[src/rtl/ctrl_pkg.sv]
// Shared state codes, opcode constants and datapath select encodings for the
// multicycle RV32I control path (also imported by ALUCONTROL).
package ctrl_pkg;

    typedef enum logic [3:0] {
        S_IF     = 4'b0001,
        S_ID     = 4'b0010,
        S_JUMP   = 4'b0011,
        S_MEM_RD = 4'b0100,
        S_EX_I   = 4'b0101,
        S_MEM_WR = 4'b0110,
        S_EX_R   = 4'b0111,
        S_BR_TGT = 4'b1000,
        S_EX_BR  = 4'b1001,
        S_WB     = 4'b1010,
        S_UPPER  = 4'b1011,
        S_HALT   = 4'b1111
    } state_t;

    localparam logic [6:0] OP_LOAD   = 7'b0000011;
    localparam logic [6:0] OP_STORE  = 7'b0100011;
    localparam logic [6:0] OP_IMM    = 7'b0010011;
    localparam logic [6:0] OP_REG    = 7'b0110011;
    localparam logic [6:0] OP_BRANCH = 7'b1100011;
    localparam logic [6:0] OP_JAL    = 7'b1101111;
    localparam logic [6:0] OP_JALR   = 7'b1100111;
    localparam logic [6:0] OP_LUI    = 7'b0110111;
    localparam logic [6:0] OP_AUIPC  = 7'b0010111;

    localparam logic [1:0] SRC_A_RS1  = 2'd0;
    localparam logic [1:0] SRC_A_PC   = 2'd1;
    localparam logic [1:0] SRC_A_ZERO = 2'd2;

    localparam logic [1:0] SRC_B_RS2  = 2'd0;
    localparam logic [1:0] SRC_B_IMM  = 2'd1;
    localparam logic [1:0] SRC_B_FOUR = 2'd2;

    localparam logic [1:0] WB_ALU = 2'd0;
    localparam logic [1:0] WB_MDR = 2'd1;
    localparam logic [1:0] WB_PC4 = 2'd2;

    localparam logic PC_SRC_PC4 = 1'b0;
    localparam logic PC_SRC_ALU = 1'b1;

    typedef struct packed {
        logic       i_mem_req;
        logic       ir_write;
        logic       d_mem_req;
        logic       d_mem_wen;
        logic       mdr_write;
        logic       pc_write;
        logic       pc_src;
        logic [1:0] alu_src_a;
        logic [1:0] alu_src_b;
        logic       rf_we;
        logic [1:0] wb_sel;
        logic       halt;
    } ctrl_t;

    // Instruction class dispatch out of decode; unknown opcodes park the core.
    function automatic state_t id_next(input logic [6:0] opcode);
        case (opcode)
            OP_LOAD, OP_STORE, OP_IMM: return S_EX_I;
            OP_REG:                    return S_EX_R;
            OP_BRANCH:                 return S_EX_BR;
            OP_JAL, OP_JALR:           return S_JUMP;
            OP_LUI, OP_AUIPC:          return S_UPPER;
            default:                   return S_HALT;
        endcase
    endfunction

endpackage

[src/rtl/ctrl_decode.sv]
// Combinational state/opcode to datapath control decoder, including the
// Mealy terms that depend on memory ready and branch outcome.
module ctrl_decode
    import ctrl_pkg::*;
(
    input  state_t     state,
    input  logic [6:0] opcode,
    input  logic       br_taken,
    input  logic       i_mem_rdy,
    input  logic       d_mem_rdy,
    input  logic       rst_n,
    output ctrl_t      ctrl
);

    always_comb begin
        ctrl = '0;
        case (state)
            // Reset parks the state in IF, so the fetch request must be gated.
            S_IF: begin
                ctrl.i_mem_req = rst_n;
                ctrl.ir_write  = rst_n & i_mem_rdy;
            end
            S_ID: begin
                ctrl.alu_src_a = SRC_A_PC;
                ctrl.alu_src_b = SRC_B_IMM;
            end
            S_JUMP: begin
                ctrl.alu_src_a = (opcode == OP_JAL) ? SRC_A_PC : SRC_A_RS1;
                ctrl.alu_src_b = SRC_B_IMM;
                ctrl.rf_we     = 1'b1;
                ctrl.wb_sel    = WB_PC4;
                ctrl.pc_write  = 1'b1;
                ctrl.pc_src    = PC_SRC_ALU;
            end
            S_EX_I: begin
                ctrl.alu_src_a = SRC_A_RS1;
                ctrl.alu_src_b = SRC_B_IMM;
            end
            S_EX_R: begin
                ctrl.alu_src_a = SRC_A_RS1;
                ctrl.alu_src_b = SRC_B_RS2;
            end
            S_EX_BR: begin
                ctrl.alu_src_a = SRC_A_RS1;
                ctrl.alu_src_b = SRC_B_RS2;
                ctrl.pc_write  = ~br_taken;
                ctrl.pc_src    = PC_SRC_PC4;
            end
            S_BR_TGT: begin
                ctrl.alu_src_a = SRC_A_PC;
                ctrl.alu_src_b = SRC_B_IMM;
                ctrl.pc_write  = 1'b1;
                ctrl.pc_src    = PC_SRC_ALU;
            end
            S_UPPER: begin
                ctrl.alu_src_a = (opcode == OP_LUI) ? SRC_A_ZERO : SRC_A_PC;
                ctrl.alu_src_b = SRC_B_IMM;
            end
            S_MEM_RD: begin
                ctrl.d_mem_req = 1'b1;
                ctrl.mdr_write = d_mem_rdy;
            end
            S_MEM_WR: begin
                ctrl.d_mem_req = 1'b1;
                ctrl.d_mem_wen = 1'b1;
                ctrl.pc_write  = d_mem_rdy;
                ctrl.pc_src    = PC_SRC_PC4;
            end
            S_WB: begin
                ctrl.rf_we    = 1'b1;
                ctrl.wb_sel   = (opcode == OP_LOAD) ? WB_MDR : WB_ALU;
                ctrl.pc_write = 1'b1;
                ctrl.pc_src   = PC_SRC_PC4;
            end
            S_HALT: begin
                ctrl.halt = 1'b1;
            end
            default: begin
                ctrl = '0;
            end
        endcase
    end

endmodule

[src/rtl/multicycle_control.sv]
// Main control FSM of the multicycle RV32I core: state register, next-state
// logic and retired-instruction counter; signal decode lives in ctrl_decode.
//
//   state  | meaning
//   IF     | fetch, wait for I_MEM_RDY, load IR
//   ID     | decode, ALUOut <- branch target
//   JUMP   | JAL/JALR: link to rd, PC <- target, retire
//   EX_I   | rs1 + imm (OP-IMM, load/store address)
//   EX_R   | rs1 op rs2
//   EX_BR  | branch compare, retire if not taken
//   BR_TGT | PC <- branch target, retire
//   UPPER  | LUI/AUIPC
//   MEM_RD | load, wait for D_MEM_RDY, load MDR
//   MEM_WR | store, wait for D_MEM_RDY, retire
//   WB     | register write-back, retire
//   HALT   | unsupported opcode, parked until reset
module multicycle_control
    import ctrl_pkg::*;
#(
    parameter int NUM_INST_W = 32
) (
    input  logic                  CLK,
    input  logic                  RSTn,
    input  logic [6:0]            OPCODE,
    input  logic                  BR_TAKEN,
    input  logic                  I_MEM_RDY,
    input  logic                  D_MEM_RDY,
    output logic [10:0]           ALU_CONTROL,
    output logic [3:0]            STATE,
    output logic                  I_MEM_REQ,
    output logic                  IR_WRITE,
    output logic                  D_MEM_REQ,
    output logic                  D_MEM_WEN,
    output logic                  MDR_WRITE,
    output logic                  PC_WRITE,
    output logic                  PC_SRC,
    output logic [1:0]            ALU_SRC_A,
    output logic [1:0]            ALU_SRC_B,
    output logic                  RF_WE,
    output logic [1:0]            WB_SEL,
    output logic                  HALT,
    output logic [NUM_INST_W-1:0] NUM_INST
);

    state_t                state;
    ctrl_t                 ctrl;
    logic [NUM_INST_W-1:0] num_inst;

    ctrl_decode u_decode (
        .state     (state),
        .opcode    (OPCODE),
        .br_taken  (BR_TAKEN),
        .i_mem_rdy (I_MEM_RDY),
        .d_mem_rdy (D_MEM_RDY),
        .rst_n     (RSTn),
        .ctrl      (ctrl)
    );

    always_ff @(posedge CLK or negedge RSTn) begin
        if (!RSTn) begin
            state <= S_IF;
        end else begin
            case (state)
                S_IF:     if (I_MEM_RDY) state <= S_ID;
                S_ID:     state <= id_next(OPCODE);
                S_JUMP:   state <= S_IF;
                S_EX_I: begin
                    case (OPCODE)
                        OP_LOAD:  state <= S_MEM_RD;
                        OP_STORE: state <= S_MEM_WR;
                        default:  state <= S_WB;
                    endcase
                end
                S_EX_R:   state <= S_WB;
                S_EX_BR:  state <= BR_TAKEN ? S_BR_TGT : S_IF;
                S_BR_TGT: state <= S_IF;
                S_UPPER:  state <= S_WB;
                S_MEM_RD: if (D_MEM_RDY) state <= S_WB;
                S_MEM_WR: if (D_MEM_RDY) state <= S_IF;
                S_WB:     state <= S_IF;
                S_HALT:   state <= S_HALT;
                default:  state <= S_IF;
            endcase
        end
    end

    // PC_WRITE doubles as the retire strobe; it is never set in HALT.
    always_ff @(posedge CLK or negedge RSTn) begin
        if (!RSTn) begin
            num_inst <= '0;
        end else if (ctrl.pc_write) begin
            num_inst <= num_inst + {{(NUM_INST_W-1){1'b0}}, 1'b1};
        end
    end

    assign STATE       = state;
    assign ALU_CONTROL = {OPCODE, state};
    assign I_MEM_REQ   = ctrl.i_mem_req;
    assign IR_WRITE    = ctrl.ir_write;
    assign D_MEM_REQ   = ctrl.d_mem_req;
    assign D_MEM_WEN   = ctrl.d_mem_wen;
    assign MDR_WRITE   = ctrl.mdr_write;
    assign PC_WRITE    = ctrl.pc_write;
    assign PC_SRC      = ctrl.pc_src;
    assign ALU_SRC_A   = ctrl.alu_src_a;
    assign ALU_SRC_B   = ctrl.alu_src_b;
    assign RF_WE       = ctrl.rf_we;
    assign WB_SEL      = ctrl.wb_sel;
    assign HALT        = ctrl.halt;
    assign NUM_INST    = num_inst;

endmodule

[config.mk]
export PLATFORM = sky130hd
export DESIGN_NAME = multicycle_control
export DESIGN_NICKNAME = d
export VERILOG_FILES = /design/src/rtl/ctrl_pkg.sv /design/src/rtl/ctrl_decode.sv /design/src/rtl/multicycle_control.sv
export SDC_FILE = /design/constraint.sdc
export NUM_CORES = 1
export LEC_CHECK = 0
export BUFFER_PORTS_ARGS = -buffer_cell sky130_fd_sc_hd__clkbuf_2
export CORE_UTILIZATION = 30
export CTS_CLUSTER_DIAMETER = 100
export DETAILED_ROUTE_END_ITERATION = 8
export HOLD_SLACK_MARGIN = 0.08
export RECOVER_POWER = 50
export SETUP_SLACK_MARGIN = 0.02
export SYNTH_ARGS = -nofsm -noshare
export SYNTH_HDL_FRONTEND = slang
export SYNTH_SLANG_ARGS = --single-unit
[constraint.sdc]
create_clock -name CLK -period 5.05 [get_ports CLK]
set_clock_uncertainty 0.05 [all_clocks]
set_input_delay 0.7575 -clock CLK [delete_from_list [all_inputs] [get_ports CLK]]
set_output_delay 0.7575 -clock CLK [all_outputs]
set_load 0.1 [all_outputs]
==> impl_metrics.yaml, run 1 <==
worst_setup_path:
  critPathKind: "reg2out"
  cp_data_required_time_ns: 4.24
  start_kind: "flip-flop"
  slowest_stage: "dfrtp_1"
  crit_fanout: 21
  crit_chain: "or3b_1, a21oi_4, or2_2, clkbuf_2"
  slowest_delay_ns: 0.64
  arrival_ns: 2.51
  cp-end-kind: "primary output"
cells_and_area:
  syn_to_final_growth_pct: 17.6
  drive_gt1_frac: 0.237
  fin_area_um2: 2650
  final_nets: 308
  diodes: 0
synthesis:
  avgSynthCellArea_um2: 9.49
  synth_seq_cells: 36
  synth_cell_types: 49
  ys.flop_type: "dfrtp_1"
  synth_fp_nets: 250
  synth_top_family_by_area: "simple AND/OR/NAND/NOR gates"
  ys_seq_area_frac: 0.401
  yosysWarnings: 0
  synth_compound_area_frac: 0.0984
  syn-instance-count: 237
  synth_fa_ha_area_frac: 0.00556
  async_flop_share: 1.00
  synthSimpleGateAreaFrac: 0.276
  synthXorXnorAreaFrac: 0.125
  synth_area_um2: 2250
  muxShareOfSynthArea: 0.0100
  synth_edf_count: 0
sta:
  timing.hold.ws_ns: 0.432
  hold_violations: 0
  setup_violations: 0
  tightest_slew_ns: 1.20
  finalCritPeriodShare: 0.657
  rsz0062_at_grt: "no"
  fin_ws_ns: 1.73
  max_slew_margin: 0.203
  fin_tns_setup_ns: 0
  fmax_mhz: 301
  period_needed_ns: 3.32
  drv_slew: 0
route:
  wire_per_inst_um: 12.8
  drc: 0
  ant_nets: 0
  via_per_inst: 4.74
  drtPass1Iterations: 4
  drt-total-wl_mm: 5.04
  vias: 1868
  drt_iter0_drc: 83
cts:
  tritoncts: "done"
  cts-root-buf: "clkbuf_8"
  cts_buffer_depth: 2
  cts_setup_buffers: 0
  hold_buffers: 0
  cts_sinks: 36
  path_clk_slew_ns: 0.07
  clk_latency_ns: 0.28
  cts_made_buffers: 5
  ctsResizeCount: 0
  htree_levels: 2
floorplan:
  die_w_um: 88.6
  core_um2: 7250
  die-area_um2: 7850
  io_pins: 74
  rows: 31
  floorplan.initialDensity: 0.310
  fp.dieH_um: 88.6
job:
  max-cap-violations: 0
grt:
  antenna_found_initial: 0
  grt_pass1_vias: 1679
  grt_pass1_wl_mm: 8.25
  grt_max_degree: 38
  grt.overflow.total: 0
  grt_use_total: 0.137
placed_design:
  portBuffers: 72
  place_area_um2: 2600
  hpwl_mm: 3.78
  place_ws_ns: 1.83
  gp_congestion: 0.773
pwr:
  leakagePower_nw: 1.15
  power.density_nw_per_um2: 633
  ir_drop_mv: 0.357
worst_hold_path:
  hold_path.class: "reg2reg"
status:
  status: "finished, final reports clean"
final timing paths:
check / startpoint / endpoint / slack [ns] / depth (start not counted)
max in group asynchronous: RSTn / STATE[0] / 4.14 / 2
min reg2reg: NUM_INST[31] / NUM_INST[31] / 0.43 / 1
min in group asynchronous: RSTn / NUM_INST[1] / 0.45 / 2
min: NUM_INST[31] / NUM_INST[31] / 0.43 / 1
max: STATE[3] / PC_WRITE / 1.73 / 4
max reg2reg: STATE[3] / NUM_INST[1] / 2.81 / 4
layout make-up:
type	instances	area (um^2)
Sequential cell	36	902
Fill cell	771	4610
Multi-Input combinational cell	168	1170
Clock buffer	6	72.6
Tap cell	99	124
Timing Repair Buffer	73	332
Inverter	11	41.3
Clock inverter	1	5.00
cell usage after synthesis (2+ instances only):
master,n,area (um^2)
or2_2,3,18.8
nor4_1,2,12.5
nor3_1,6,30.0
nor3b_1,2,15.0
dfrtp_1,35,876
buf_6,2,22.5
nand2_1,16,60.1
buf_4,12,90.1
a22oi_1,2,15.0
nor3_2,4,40.0
nor2_1,16,60.1
nand3b_1,3,22.5
and2_1,5,31.3
nor2b_1,4,25.0
nand3_1,11,55.1
o21ai_0,7,35.0
mux2_2,2,22.5
nand4_1,14,87.6
nand2b_1,3,18.8
xor2_1,10,87.6
a221oi_1,2,17.5
clkbuf_1,6,22.5
nand4b_1,2,17.5
a21oi_1,7,35.0
nor4_2,2,25.0
inv_1,11,41.3
xnor2_1,22,193
and3_1,5,31.3
layer usage:
layer	track usage	vias up	part of all wire
met1	0.185	864	0.47
li1	-	933	-
met4	0.0528	0	0.015
met2	0.217	66	0.46
met3	0.0252	5	0.051
met5	0	-	0
registers in the layout, summed over array words and instances (netlist names):
name,cells
STATE,4
NUM_INST,32
worst max-delay path: cells and delay by family, from the launching register on:
family	cells	cell delay, ns
flops	1	0.64
buf+inv	1	0.53
simple gates	2	0.84
compound gates	1	0.21
placed cells by master (no fill, tap or decap), types with 7 or more instances in the layout:
master / n
clkbuf_2: 43
xnor2_1: 22
o21ai_0: 7
nand3_1: 11
clkbuf_1: 30
inv_1: 11
xor2_1: 10
a21oi_1: 7
dfrtp_1: 35
nand2_1: 16
nor2_1: 16
nand4_1: 14
metrics by stage:
stage	power, mW	util	instances
floorplan	1.39	-	237
global placement	1.49	0.359	387
detailed placement	1.49	0.359	387
CTS	1.69	0.370	394
global route	1.76	0.365	394
finish	1.67	0.365	394
logic make-up (layout without fill, tap and decap cells):
kind of cell    count (synthesis)  in the layout
simple gates                  104            104
mux                             2              2
compound gates                 28             28
other cells                     1              1
buf+inv                        33             91
flops                          36             36
fa+ha+maj                       1              1
xor+xnor                       32             32
report_power, final:
part / leakage [nW] / switching, mW / internal, mW / total [mW]
sequential: 0.468 / 0.0969 / 0.328 / 0.425
combinational: 0.645 / 0.875 / 0.182 / 1.06
clock: 0.0410 / 0.0980 / 0.0938 / 0.192
No activity file was read; power rests on OpenSTA's default activity.
==> inputs of run 2 (changes only) <==
--- a/config.mk
+++ b/config.mk
@@ -5,6 +5,7 @@
 export SDC_FILE = /design/constraint.sdc
 export NUM_CORES = 1
 export LEC_CHECK = 0
+export ABC_AREA = 1
 export BUFFER_PORTS_ARGS = -buffer_cell sky130_fd_sc_hd__clkbuf_2
 export CORE_UTILIZATION = 30
 export CTS_CLUSTER_DIAMETER = 100
==> constraint.sdc (replaced) <==
create_clock -name CLK -period 3.3 [get_ports CLK]
set_clock_uncertainty 0.05 [all_clocks]
set_input_delay 0.495 -clock CLK [delete_from_list [all_inputs] [get_ports CLK]]
set_output_delay 0.495 -clock CLK [all_outputs]
set_load 0.1 [all_outputs]
==> impl_metrics.yaml, run 2 <==
synthesis:
  synth_most_common_cell: "nand2_1"
  yosysWarnings: 0
  avgSynthCellArea_um2: 6.30
  ys.flop_type: "dfrtp_1"
  synth_fp_nets: 430
  synth_area_um2: 2630
  yosys.area.top_type: "dfrtp_1"
  synth_top_area_frac: 0.333
  ys_seq_area_frac: 0.343
  async_flop_share: 1.00
  synth_commonest_cells: "151 x nand2_1, 63 x nor2_1, 51 x inv_1"
  synth_seq_cells: 36
  synth_edf_count: 0
  syn-instance-count: 417
  synth_cell_types: 26
  synthTopCellsByArea: "dfrtp_1 33%, nand2_1 22%, nor2_1 9.0%"
route:
  vias: 2715
  drt_iter0_drc: 195
  wire_per_inst_um: 12.3
  ant_nets: 0
  drt-total-wl_mm: 7.25
  drtPass1Iterations: 5
  via_per_inst: 4.62
  drc: 0
placed_design:
  portBuffers: 72
  place_area_um2: 3040
  place_ws_ns: 1.12
  gp_congestion: 0.853
  hpwl_mm: 5.82
cells_and_area:
  multiInputGateArea_um2: 1430
  final_common_cell: "nand2_1"
  syn_to_final_growth_pct: 17.4
  drive_gt1_frac: 0.141
  final_util: 0.370
  largest_reg_flops: 32
  fillers: 941
  final_cell_mix: "151 x nand2_1, 63 x nor2_1, 51 x inv_1, 44 x clkbuf_2, 33 x dfrtp_1"
  final_nets: 495
  fin_area_um2: 3080
  seq_area_um2: 905
  diodes: 0
cts:
  cts_setup_buffers: 0
  htree_levels: 2
  path_clk_slew_ns: 0.08
  cts_sinks: 36
  hold_buffers: 0
  cts-root-buf: "clkbuf_8"
  ctsResizeCount: 0
  clk_latency_ns: 0.30
  cts_made_buffers: 5
  cts_buffer_depth: 2
  tritoncts: "done"
grt:
  grt_max_degree: 45
  grt.overflow.total: 0
  grt_pass1_wl_mm: 11.8
  antenna_found_initial: 0
  grt_use_total: 0.165
  grt_pass1_vias: 2540
sta:
  rsz0062_at_grt: "no"
  drv_slew: 37
  fin_ws_ns: 0.803
  tightest_slew_ns: 1.98
  finalCritPeriodShare: 0.757
  fmax_mhz: 400
  setup_violations: 0
  fin_tns_setup_ns: 0
  hold_violations: 0
  period_needed_ns: 2.50
  max_slew_margin: -0.318
worst_setup_path:
  arrival_ns: 1.95
  start_kind: "flip-flop"
  cp-end-kind: "primary output"
  r2r-start: "STATE[2]"
  r2r_slack_ns: 1.12
  critPathKind: "reg2out"
  cp_data_required_time_ns: 2.75
  r2r_cells: 9
  r2r-end: "NUM_INST[7]"
  crit_fanout: 8
worst_hold_path:
  hold_path.class: "in2reg"
  min_from: "I_MEM_RDY"
  hold_end: "STATE[0]"
  hold_depth: 4
floorplan:
  die_w_um: 95.6
  core_um2: 8340
  fp.dieH_um: 95.6
  io_pins: 74
  die-area_um2: 9130
  floorplan.initialDensity: 0.315
  rows: 33
job:
  max-cap-violations: 1
status:
  status: "finished with violations"
  failed_checks: "max-capacitance violations, max-slew violations"
-- run 2: cell count changes in the layout (fill, tap and decap cells not counted), moves of 5 or more --
cell | previous run | this run
and2_1 | 5 | 0
xnor2_1 | 22 | 9
and3_1 | 5 | 0
nand2_1 | 16 | 151
o21ai_0 | 7 | 18
nor3_1 | 6 | 15
inv_1 | 11 | 51
a21oi_1 | 7 | 2
nand3_1 | 11 | 23
nand4_1 | 14 | 0
nor2_1 | 16 | 63
-- run 2: cell families (layout without fill, tap and decap cells) --
family                   Yosys count  count (layout)  synth area share
AO/OA/AOI/OAI                     23              23            0.0462
XOR/XNOR                          20              20            0.0667
adder cells (fa/ha/maj)            1               1           0.00476
buffers and inverters             70             136             0.121
flip-flops                        36              36             0.343
other                              1               1           0.00143
AND/OR/NAND/NOR                  266             266             0.416
-- run 2: final cells by class --
class	instances	share of cell area
Clock buffer	7	0.0248
Tap cell	105	0.0426
Inverter	54	0.0657
Timing Repair Buffer	74	0.109
Sequential cell	36	0.293
Multi-Input combinational cell	311	0.463
Clock inverter	1	0.00162
-- run 2: worst max path at each step --
stage             start            to  slack, ns
2_1_floorplan  STATE[2]     MDR_WRITE      -0.20
3_3_place_gp   STATE[2]  ALU_SRC_A[0]       1.06
3_5_place_dp   STATE[0]      PC_WRITE       1.12
4_1_cts        STATE[2]      PC_WRITE       0.79
5_1_grt            RSTn      STATE[1]       0.54
6_report       STATE[2]  ALU_SRC_A[0]       0.80
-- run 2: critical path: stages (launching register included) --
cell	delay, ns
dfrtp_1	0.47
inv_1	0.08
nand2_1	0.07
nor3_1	0.32
nor2_1	0.11
o211ai_1	0.11
clkbuf_2	0.48
-- run 2: through the flow --
step / hold WS (ns) / cells
CTS: 0.295 / 588
detailed placement: 0.463 / 580
floorplan: 0.149 / 417
global route: 0.467 / 588
global placement: 0.470 / 580
finish: 0.418 / 588
-- run 2: per-layer routing --
| metal | global-route usage | share of wire | vias to the layer above |
|---|---|---|---|
| met4 | 0.0373 | 0.0090 | 0 |
| met3 | 0.0255 | 0.063 | 8 |
| met5 | 0 | 0 | - |
| met1 | 0.232 | 0.45 | 1229 |
| li1 | - | - | 1401 |
| met2 | 0.266 | 0.47 | 77 |
Power of run 2 is left out: the tool's default activity adds up to more than one toggle a clock period on the data nets, which glitch-free logic cannot reach.
